<file path="src/rtl/edge_event_arbiter.sv">
`default_nettype none
// +-----------------------------------------------------------------------------+
// | Module   : edge_event_arbiter                                                |
// | Purpose  : per-channel rising-edge detection with pending flags, serialised  |
// |            onto one valid/ready event port by a round-robin arbiter.         |
// | Option   : define EDGE_ARB_OVF_EN to add sticky per-channel overflow flags.  |
// | Revision : 1.0                                                               |
// +-----------------------------------------------------------------------------+
module edge_event_arbiter #(
  parameter int N    = 4,
  parameter int ID_W = 2
) (
  input  logic            clk,
  input  logic            rst,
  input  logic [N-1:0]    level_i,
  input  logic            evt_ready_i,
  output logic            evt_valid_o,
  output logic [ID_W-1:0] evt_id_o,
  output logic [N-1:0]    pending_o
`ifdef EDGE_ARB_OVF_EN
  ,
  output logic [N-1:0]    ovf_o
`endif
);

  typedef enum logic [1:0] {
    DET_ZERO = 2'd0,
    DET_EDG  = 2'd1,
    DET_ONE  = 2'd2
  } det_state_e;

  typedef enum logic {
    ARB_IDLE  = 1'b0,
    ARB_OFFER = 1'b1
  } arb_state_e;

  localparam logic [ID_W-1:0] c_LAST_RST = ID_W'(N - 1);

  logic [N-1:0]    w_tick;
  logic [N-1:0]    w_hs;
  logic [N-1:0]    pending_q;
  logic [N-1:0]    pending_d;
  arb_state_e      arb_q;
  logic            evt_valid_q;
  logic [ID_W-1:0] evt_id_q;
  logic [ID_W-1:0] last_q;
  logic [ID_W-1:0] w_sel_id;
  int              w_best_dist;

  for (genvar gi = 0; gi < N; gi++) begin : g_det
    det_state_e det_q;
    det_state_e det_d;

    always_comb begin
      det_d = DET_ZERO;
      case (det_q)
        DET_ZERO:         det_d = level_i[gi] ? DET_EDG : DET_ZERO;
        DET_EDG, DET_ONE: det_d = level_i[gi] ? DET_ONE : DET_ZERO;
        default:          det_d = DET_ZERO;
      endcase
    end

    always_ff @(posedge clk or posedge rst) begin
      if (rst) begin
        det_q <= DET_ZERO;
      end else begin
        det_q <= det_d;
      end
    end

    assign w_tick[gi] = (det_q == DET_EDG);
    assign w_hs[gi]   = evt_valid_q & evt_ready_i & (evt_id_q == ID_W'(gi));
  end

  // A fresh tick outranks the clear so an edge landing on the handshake is kept.
  assign pending_d = w_tick | (pending_q & ~w_hs);

  always_ff @(posedge clk or posedge rst) begin
    if (rst) begin
      pending_q <= '0;
    end else begin
      pending_q <= pending_d;
    end
  end

  // Distance 0 is the channel just after last_q; the nearest pending one wins.
  always_comb begin
    w_sel_id    = '0;
    w_best_dist = N;
    for (int j = 0; j < N; j++) begin
      if (pending_q[j] && (((j + N - 1 - int'(last_q)) % N) < w_best_dist)) begin
        w_best_dist = (j + N - 1 - int'(last_q)) % N;
        w_sel_id    = ID_W'(j);
      end
    end
  end

  always_ff @(posedge clk or posedge rst) begin
    if (rst) begin
      arb_q       <= ARB_IDLE;
      evt_valid_q <= 1'b0;
      evt_id_q    <= '0;
      last_q      <= c_LAST_RST;
    end else begin
      case (arb_q)
        ARB_IDLE: begin
          if (|pending_q) begin
            evt_id_q    <= w_sel_id;
            evt_valid_q <= 1'b1;
            arb_q       <= ARB_OFFER;
          end
        end
        ARB_OFFER: begin
          if (evt_ready_i) begin
            evt_valid_q <= 1'b0;
            last_q      <= evt_id_q;
            arb_q       <= ARB_IDLE;
          end
        end
        default: begin
          evt_valid_q <= 1'b0;
          arb_q       <= ARB_IDLE;
        end
      endcase
    end
  end

  assign evt_valid_o = evt_valid_q;
  assign evt_id_o    = evt_id_q;
  assign pending_o   = pending_q;

`ifdef EDGE_ARB_OVF_EN
  logic [N-1:0] ovf_q;
  logic [N-1:0] ovf_d;

  assign ovf_d = ovf_q | (w_tick & pending_q & ~w_hs);

  always_ff @(posedge clk or posedge rst) begin
    if (rst) begin
      ovf_q <= '0;
    end else begin
      ovf_q <= ovf_d;
    end
  end

  assign ovf_o = ovf_q;
`endif

endmodule
`default_nettype wire

</file>
<file path="config.mk">
export PLATFORM = sky130hd
export DESIGN_NAME = edge_event_arbiter
export DESIGN_NICKNAME = d
export VERILOG_FILES = /design/src/rtl/edge_event_arbiter.sv
export SDC_FILE = /design/constraint.sdc
export NUM_CORES = 1
export LEC_CHECK = 0
export BUFFER_PORTS_ARGS = -buffer_cell sky130_fd_sc_hd__clkbuf_2
export CAP_MARGIN = 15
export CORE_MARGIN = 1
export CORE_UTILIZATION = 55
export CTS_CLUSTER_SIZE = 12
export DETAILED_ROUTE_END_ITERATION = 7
export PLACE_DENSITY = 0.8
export REMOVE_ABC_BUFFERS = 1
export SYNTH_ARGS = -nofsm -noshare
export SYNTH_HDL_FRONTEND = slang
export SYNTH_SLANG_ARGS = --single-unit
</file>
<file path="constraint.sdc">
create_clock -name clk -period 3.7 [get_ports clk]
set_clock_uncertainty 0.15 [all_clocks]
set_input_delay 1.11 -clock clk [delete_from_list [all_inputs] [get_ports clk]]
set_output_delay 1.11 -clock clk [all_outputs]
set_load 0.03 [all_outputs]
</file>
==> results.yml, run 1 <==
logic_synthesis:
  synth-seq-cells: 18
  yosysWarnings: 0
  synthCells: 96
  ys_types: 32
  ys_seq_area_share_pct: 44.04
  netlist_area_mm2: 0.001028
  syn_avg_cell_area_um2: 10.71
grt:
  grt_max_degree: 19
  grt_pass1_vias: 637
  grt_pass1_wl_um: 2732
  grtUsageMet3_pct: 6.000
  use_met1_pct: 23.90
  overflow: 0
  busiest_layer: "met2"
  grt_util_met2_pct: 30.72
  gr-usage-all-layers_pct: 19.32
  antenna_found_initial: 0
sta:
  period_minus_slack_ns: 3.180
  setup_slack_ns: 0.5198
  drv_slew: 0
  hold_viol: 0
  max_freq_ghz: 0.3144
  finalSetupViolations: 0
  rsz0062_at_grt: "no"
  max_slew_margin_pct: 55.39
  tightestPinTransition_ns: 0.6684
  tns_ns: 0
  finalCritPeriodShare_pct: 85.95
floorplan:
  core_region_area_mm2: 0.001745
  dieHeight_um: 45.25
  fp-row-count: 15
  die_area_mm2: 0.002047
  die_w_um: 45.25
  pin_count: 14
  initial_core_util_pct: 58.92
worst_setup_path:
  rr_worst_depth: 12
  timing.rr.start: "last_q[1]"
  end_kind: "register"
  crit_type: "register to register"
  start_kind: "register"
  r2r-end: "evt_id_o[0]"
  required_ns: 3.76
  worstPathArrival_ns: 3.24
  r2r_slack_ns: 0.52
  cp_max_fo: 7
run_status:
  outcome: "complete, no violations"
worst_hold_path:
  hp-class: "register to register"
  hold_depth: 1
  min-delay-start: "arb_q"
  hold_end: "arb_q"
routing:
  vias_per_cell: 5.257
  drt-total-wl_um: 1570
  postRouteAntennaNets: 0
  wl_per_cell_um: 11.54
  via_count: 715
  drtPass1Iterations: 2
  drt-initial-drc-count: 5
  drc: 0
cells_and_area:
  drive_gt1_share_pct: 22.52
  antenna_cells: 0
  area_delta_synth_final_pct: 11.07
  fillers: 155
  final_util_pct: 65.45
  final_net_count: 133
clock_tree:
  numCtsBuffers: 3
  cts_tree: "yes"
  clock_sinks: 18
  ctsHoldBuffers: 0
  path_clk_slew_ns: 0.10
  cts_repair_resize_count: 0
  root_buffer: "clkbuf_4"
  post_cts_buffers: 0
  clk_latency_ns: 0.29
  ctsLongestPathBuffers: 2
  h-tree-depth: 1
flow_run:
  max-cap-violations: 0
pwr:
  leakage_nw: 0.5693
  power.density_mw_per_mm2: 870.0
  peakVddDrop_v: 0.0004221
place:
  portBuffers: 13
  dpl_worst_slack_ns: 0.5348
  gp_congestion: 0.7947
  dpl.hpwl_um: 1210
[synth_stat cells, drive strengths merged]
| master | instances | area (um2) |
|---|---|---|
| ha | 14 | 175.2 |
| nand3 | 2 | 10.01 |
| nor4 | 2 | 12.51 |
| o31ai | 1 | 7.510 |
| nand4 | 1 | 6.260 |
| nand2b | 2 | 12.51 |
| nor3b | 2 | 20.02 |
| xnor2 | 1 | 8.760 |
| mux2i | 1 | 10.01 |
| nor2 | 3 | 11.26 |
| and3b | 2 | 17.52 |
| dfstp | 2 | 52.55 |
| o21ai | 3 | 15.01 |
| a21boi | 1 | 7.510 |
| a21o | 2 | 15.01 |
| o32ai | 1 | 8.760 |
| o211ai | 2 | 15.01 |
| nand2 | 9 | 33.78 |
| dfrtp | 16 | 400.4 |
| and2 | 4 | 25.02 |
| o22ai | 1 | 6.260 |
| a211o | 2 | 17.52 |
| a21oi | 2 | 10.01 |
| mux2 | 4 | 52.55 |
| o21bai | 1 | 7.510 |
| or2 | 1 | 6.260 |
| buf | 2 | 18.77 |
| inv | 12 | 45.04 |
[stage by stage]
stage                     power [mW]  std cells  hold slack (ns)  instance area (um2)
after floorplan               0.7628         94           0.3366                 1010
after global placement        0.8601        132           0.3748                 1106
after detailed placement      0.8851        132           0.3781                 1106
after CTS                      1.004        136           0.4023                 1142
after global routing           1.084        136           0.4276                 1142
final                         0.9939        136           0.4009                 1142
[flip-flops by register name (all words and copies together) (netlist names)]
signal,flops
arb_q,1
evt_id_o,2
evt_valid_o,1
g_det.det_q,8
last_q,2
pending_o,4
[worst max-delay path: stages (launching register included)]
cell and delay (ns):
dfstp_2 0.60, nor3b_2 0.17, a21oi_1 0.05, mux2_4 0.26, ha_1 0.30, o22ai_1 0.08, o21ai_1 0.26, mux2_4 0.33
ha_1 0.21, nor4_1 0.18, a21oi_1 0.11, a211o_1 0.31, o211ai_1 0.08
[cell type report]
class,count,area [um2],share of cell area [%]
Multi-Input combinational cell,64,511.7,44.80
Sequential cell,18,452.9,39.65
Timing Repair Buffer,13,65.06,5.695
Inverter,12,45.04,3.943
Clock buffer,4,36.28,3.176
Tap cell,25,31.28,2.738
[layout by cell type (no fill, tap or decap), drive strengths merged, types with 3 or more instances in the layout]
cell,count
and2,4
clkbuf,17
dfrtp,16
ha,14
inv,12
mux2,4
nand2,9
nor2,3
o21ai,3
[layer usage]
layer	part of all wire (%)	up-vias
met4	1.8	0
li1	-	357
met3	2.2	5
met1	46	343
met5	0	-
met2	50	10
[cell families after synthesis]
| kind of cell | share of synthesized area [%] |
|---|---|
| adder cells (fa/ha/maj) | 17.03 |
| flip-flops | 44.04 |
| multiplexers | 6.083 |
| buffers and inverters | 6.204 |
| AND/OR/NAND/NOR | 15.09 |
| XOR/XNOR | 0.8517 |
| AO/OA/AOI/OAI | 10.71 |
[where the power goes]
part           internal [mW]  total, mW  switching, mW  leakage (nW)
registers              0.279      0.391          0.112         0.210
clock network         0.0600      0.119         0.0591        0.0210
logic                  0.234      0.483          0.250         0.338
[worst max-delay path by stage]
stage                 startpoint     endpoint  slack (ns)
floorplan           pending_o[0]  evt_id_o[1]        0.65
global placement       last_q[1]  evt_id_o[0]        0.60
detailed placement     last_q[1]  evt_id_o[0]        0.53
CTS                    last_q[1]  evt_id_o[0]        0.50
global route           last_q[1]  evt_id_o[1]        0.32
finish                 last_q[1]  evt_id_o[0]        0.52
Power figures use the tool's default switching activity.
==> run 2, diff against run 1 <==
--- a/config.mk
+++ b/config.mk
@@ -12,6 +12,7 @@
 export CTS_CLUSTER_SIZE = 12
 export DETAILED_ROUTE_END_ITERATION = 7
 export PLACE_DENSITY = 0.8
+export RECOVER_POWER = 100
 export REMOVE_ABC_BUFFERS = 1
 export SYNTH_ARGS = -nofsm -noshare
 export SYNTH_HDL_FRONTEND = slang
==> results.yml, run 2 (synthesis results as in run 1) <==
sta:
  period_minus_slack_ns: 3.294
  finalSetupViolations: 0
  tightestPinTransition_ns: 0.6683
  max_slew_margin_pct: 55.40
  max_freq_ghz: 0.3036
  tns_ns: 0
  drv_slew: 0
  rsz0062_at_grt: "no"
  hold_viol: 0
  finalCritPeriodShare_pct: 89.02
floorplan:
  die_area_mm2: 0.002047
  initial_core_util_pct: 58.92
  dieHeight_um: 45.25
  core_region_area_mm2: 0.001745
  die_w_um: 45.25
  fp-row-count: 15
  pin_count: 14
clock_tree:
  h-tree-depth: 1
  clock_sinks: 18
  ctsLongestPathBuffers: 2
  post_cts_buffers: 0
  path_clk_slew_ns: 0.10
  ctsHoldBuffers: 0
  numCtsBuffers: 3
  clk_latency_ns: 0.29
  cts_tree: "yes"
  root_buffer: "clkbuf_4"
  cts_repair_resize_count: 0
worst_setup_path:
  cp_max_fo: 7
  r2r_slack_ns: 0.41
  end_kind: "register"
  start_kind: "register"
  worstPathArrival_ns: 3.35
  crit_path_start: "last_q[1]"
  r2r-end: "evt_id_o[0]"
  timing.rr.start: "last_q[1]"
  required_ns: 3.76
  crit_type: "register to register"
  rr_worst_depth: 12
cells_and_area:
  top_register: "g_det.det_q"
  final_area_mm2: 0.001130
  largest_reg_flops: 8
  antenna_cells: 0
  drive_gt1_share_pct: 13.51
  final_net_count: 133
  area_delta_synth_final_pct: 9.854
  mostFrequentLayoutCell: "dfrtp_1"
  layout_common_cells: "16 x dfrtp_1, 14 x ha_1, 12 x inv_1"
grt:
  overflow: 0
  antenna_found_initial: 0
  gr-usage-all-layers_pct: 19.32
  grt_pass1_vias: 637
  grt_max_degree: 19
  grt_pass1_wl_um: 2732
run_status:
  outcome: "complete, no violations"
pwr:
  power.density_mw_per_mm2: 870.5
  power_mw: 0.9835
  peakVddDrop_v: 0.0004340
  leakage_nw: 0.5382
routing:
  via_count: 713
  drtPass1Iterations: 4
  wl_per_cell_um: 11.71
  drt-total-wl_um: 1592
  drt-initial-drc-count: 5
  vias_per_cell: 5.243
  postRouteAntennaNets: 0
  drc: 0
worst_hold_path:
  hold_end: "arb_q"
  min-delay-start: "arb_q"
  hp-class: "register to register"
  hold_depth: 1
flow_run:
  max-cap-violations: 0
place:
  dpl.hpwl_um: 1210
  gp_congestion: 0.7947
  portBuffers: 13
  place_area_mm2: 0.001106
[run 2: worst max-delay path, stage by stage, from the launching register on]
cell      delay, ns
dfstp_2        0.60
nor3b_2        0.17
a21oi_1        0.05
mux2_4         0.26
ha_1           0.30
o22ai_1        0.07
o21ai_0        0.37
mux2_4         0.34
ha_1           0.21
nor4_1         0.18
a21oi_1        0.11
a211o_1        0.31
o211ai_1       0.08
[run 2: layout make-up]
type | count | area (um2)
repair buffers | 13 | 52.55
flip-flops and latches | 18 | 452.9
multi-input cells | 64 | 511.7
inverters | 12 | 45.04
fillers | 162 | 615.6
well taps | 25 | 31.28
clock buffers | 4 | 36.28
[run 2: metal layers]
| metal | wire length, um | track usage [%] | part of all wire [%] | vias to the layer above |
|---|---|---|---|---|
| li1 | - | - | - | 355 |
| met1 | 745 | 23.90 | 47 | 347 |
| met2 | 793 | 30.72 | 50 | 9 |
| met3 | 37 | 6.000 | 2.3 | 2 |
| met4 | 14 | 9.091 | 0.88 | 0 |
| met5 | 0 | 0 | 0 | - |
[run 2: how the worst max path moves through the flow]
stage / end
CTS: evt_id_o[0]
detailed placement: evt_id_o[0]
floorplan: evt_id_o[1]
global placement: evt_id_o[0]
global route: evt_id_o[1]
finish: evt_id_o[0]
[run 2: stage by stage]
stage | utilization [%] | hold slack [ns] | setup slack (ns) | instances
CTS | 65.45 | 0.4023 | 0.4990 | 136
global placement | 63.37 | 0.3748 | 0.5952 | 132
detailed placement | 63.37 | 0.3781 | 0.5348 | 132
floorplan | - | 0.3366 | 0.6521 | 94
finish | 64.73 | 0.4016 | 0.4063 | 136
global route | 64.73 | 0.4258 | 0.1926 | 136
[run 2: power by group]
| part | switching [mW] | internal, mW | total (mW) |
|---|---|---|---|
| clock | 0.0586 | 0.0599 | 0.119 |
| combinational | 0.251 | 0.223 | 0.474 |
| sequential | 0.112 | 0.279 | 0.391 |
| total | 0.421 | 0.562 | 0.983 |
==> run 3, diff against run 2 <==
--- a/config.mk
+++ b/config.mk
@@ -7,11 +7,12 @@
 export LEC_CHECK = 0
 export BUFFER_PORTS_ARGS = -buffer_cell sky130_fd_sc_hd__clkbuf_2
 export CAP_MARGIN = 15
+export CORE_ASPECT_RATIO = 0.5
 export CORE_MARGIN = 1
-export CORE_UTILIZATION = 55
+export CORE_UTILIZATION = 28
 export CTS_CLUSTER_SIZE = 12
 export DETAILED_ROUTE_END_ITERATION = 7
-export PLACE_DENSITY = 0.8
+export PLACE_DENSITY = 0.48
 export RECOVER_POWER = 100
 export REMOVE_ABC_BUFFERS = 1
 export SYNTH_ARGS = -nofsm -noshare
==> constraint.sdc (replaced) <==
create_clock -name clk -period 3.1 [get_ports clk]
set_clock_uncertainty 0.15 [all_clocks]
set_input_delay 0.93 -clock clk [delete_from_list [all_inputs] [get_ports clk]]
set_output_delay 0.93 -clock clk [all_outputs]
set_load 0.03 [all_outputs]
==> results.yml, run 3 (synthesis results as in run 1) <==
cells_and_area:
  fillers: 369
  drive_gt1_share_pct: 21.55
  top_register: "g_det.det_q"
  largest_reg_flops: 8
  layout.cells.non_filler: 167
  mostFrequentLayoutCell: "dfrtp_1"
  area_delta_synth_final_pct: 20.80
  final_net_count: 138
  antenna_cells: 0
  layout_common_cells: "16 x dfrtp_1, 12 x inv_1, 12 x ha_1"
sta:
  period_minus_slack_ns: 2.981
  tightestPinTransition_ns: 0.6792
  drv_slew: 0
  finalSetupViolations: 0
  finalCritPeriodShare_pct: 96.17
  setup_slack_ns: 0.1187
  hold_viol: 0
  max_slew_margin_pct: 54.67
  max_freq_ghz: 0.3354
worst_setup_path:
  start_kind: "register"
  critPathSlowestCell: "dfstp_2"
  end_kind: "register"
  rr_worst_depth: 12
  r2r_slack_ns: 0.12
  timing.rr.start: "last_q[1]"
  cpPeakStageDelay_ns: 0.52
  cp_max_fo: 3
  worstPathArrival_ns: 3.00
  required_ns: 3.12
  r2r-end: "evt_id_o[1]"
  crit_type: "register to register"
  crit_chain: "nor3b_2 > a21oi_1 > mux2_4 > ha_4 > o22ai_2 > o21ai_2 > mux2_4 > ha_2 > nor4_2 > a21oi_1 > a211o_1 > o211ai_1"
routing:
  postRouteAntennaNets: 0
  drc: 0
  wl_met1_um: 916
  highest_layer: "met4"
  via_count: 712
  drt-initial-drc-count: 47
  wl_met3_um: 73
  wl_met2_um: 964
  wl_per_cell_um: 11.77
  vias_per_cell: 4.263
  drt-total-wl_um: 1966
  drtPass1Iterations: 4
clock_tree:
  numCtsBuffers: 3
  clk_latency_ns: 0.25
  h-tree-depth: 1
  path_clk_slew_ns: 0.06
  root_buffer: "clkbuf_8"
  cts_tree: "yes"
  clock_sinks: 18
  ctsLongestPathBuffers: 2
place:
  gp_congestion: 0.7216
  portBuffers: 13
  dpl.cell_count: 162
  dpl.hpwl_um: 1412
  dpl_worst_slack_ns: 0.08727
grt:
  antenna_found_initial: 0
  grt_max_degree: 19
  overflow: 0
  grt_pass1_vias: 757
  grt_pass1_wl_um: 3415
  gr-usage-all-layers_pct: 11.59
worst_hold_path:
  hold_depth: 1
  hp-class: "register to register"
  hold_end: "arb_q"
  min-delay-start: "arb_q"
floorplan:
  dieHeight_um: 44.86
  pin_count: 14
  fp-row-count: 15
  die_w_um: 87.71
  core_region_area_mm2: 0.003472
  die_area_mm2: 0.003934
  initial_core_util_pct: 29.62
flow_run:
  max-cap-violations: 0
run_status:
  outcome: "complete, no violations"
pwr:
  peakVddDrop_v: 0.0002689
  power.density_mw_per_mm2: 1119
  leakage_nw: 0.5656
[run 3: how the worst max path moves through the flow]
| stage | endpoint | start | slack [ns] | cells past startpoint |
|---|---|---|---|---|
| floorplan | evt_id_o[1] | pending_o[0] | 0.05 | 12 |
| CTS | evt_id_o[1] | last_q[1] | 0.07 | 12 |
| detailed placement | evt_id_o[1] | last_q[1] | 0.09 | 12 |
| finish | evt_id_o[1] | last_q[1] | 0.12 | 12 |
| global route | evt_id_o[1] | last_q[1] | -0.02 | 12 |
| global placement | evt_id_o[1] | last_q[1] | 0.14 | 12 |
[run 3: area by class of cell]
cell class | instances | area, um2 | share of cell area (%)
well taps | 51 | 63.81 | 5.136
flip-flops and latches | 18 | 452.9 | 36.46
repair buffers | 18 | 87.58 | 7.049
inverters | 12 | 45.04 | 3.625
clock buffers | 4 | 45.04 | 3.625
multi-input cells | 64 | 548.0 | 44.11
[run 3: what timing repair did]
item	CTS	global route
buffers inserted	0	1
resized for setup	0	6
hold buffers	0	0
setup endpoints to repair	0	2
[run 3: per-stage QoR]
stage / area, um2 / hold slack [ns] / util [%] / TNS, ns / total power [mW]
final: 1242 / 0.3908 / 35.78 / 0 / 1.390
after global routing: 1242 / 0.4190 / 35.78 / -0.04035 / 1.530
after CTS: 1214 / 0.3938 / 34.96 / 0 / 1.299
after detailed placement: 1169 / 0.3814 / 33.66 / 0 / 1.123
after global placement: 1169 / 0.3874 / 33.66 / 0 / 1.116
after floorplan: 1010 / 0.3366 / - / 0 / 0.9104
[run 3: routing by layer]
layer,GRT usage [%],vias up
li1,-,363
met4,2.951,0
met1,13.80,337
met5,0,-
met2,20.47,9
met3,4.022,3
[run 3: power breakdown]
group | leakage [nW] | switching (mW) | internal (mW) | total [mW]
combinational | 0.333 | 0.396 | 0.382 | 0.778
sequential | 0.210 | 0.110 | 0.334 | 0.443
clock | 0.0228 | 0.0768 | 0.0913 | 0.168
total | 0.566 | 0.583 | 0.807 | 1.39
[run 3: critical path: cells and delay by family, from the launching register on]
| family | cells | cell delay (ns) |
|---|---|---|
| AO/OA/AOI/OAI | 6 | 0.84 |
| multiplexers | 2 | 0.60 |
| AND/OR/NAND/NOR | 2 | 0.30 |
| flip-flops | 1 | 0.52 |
| adder cells (fa/ha/maj) | 2 | 0.48 |
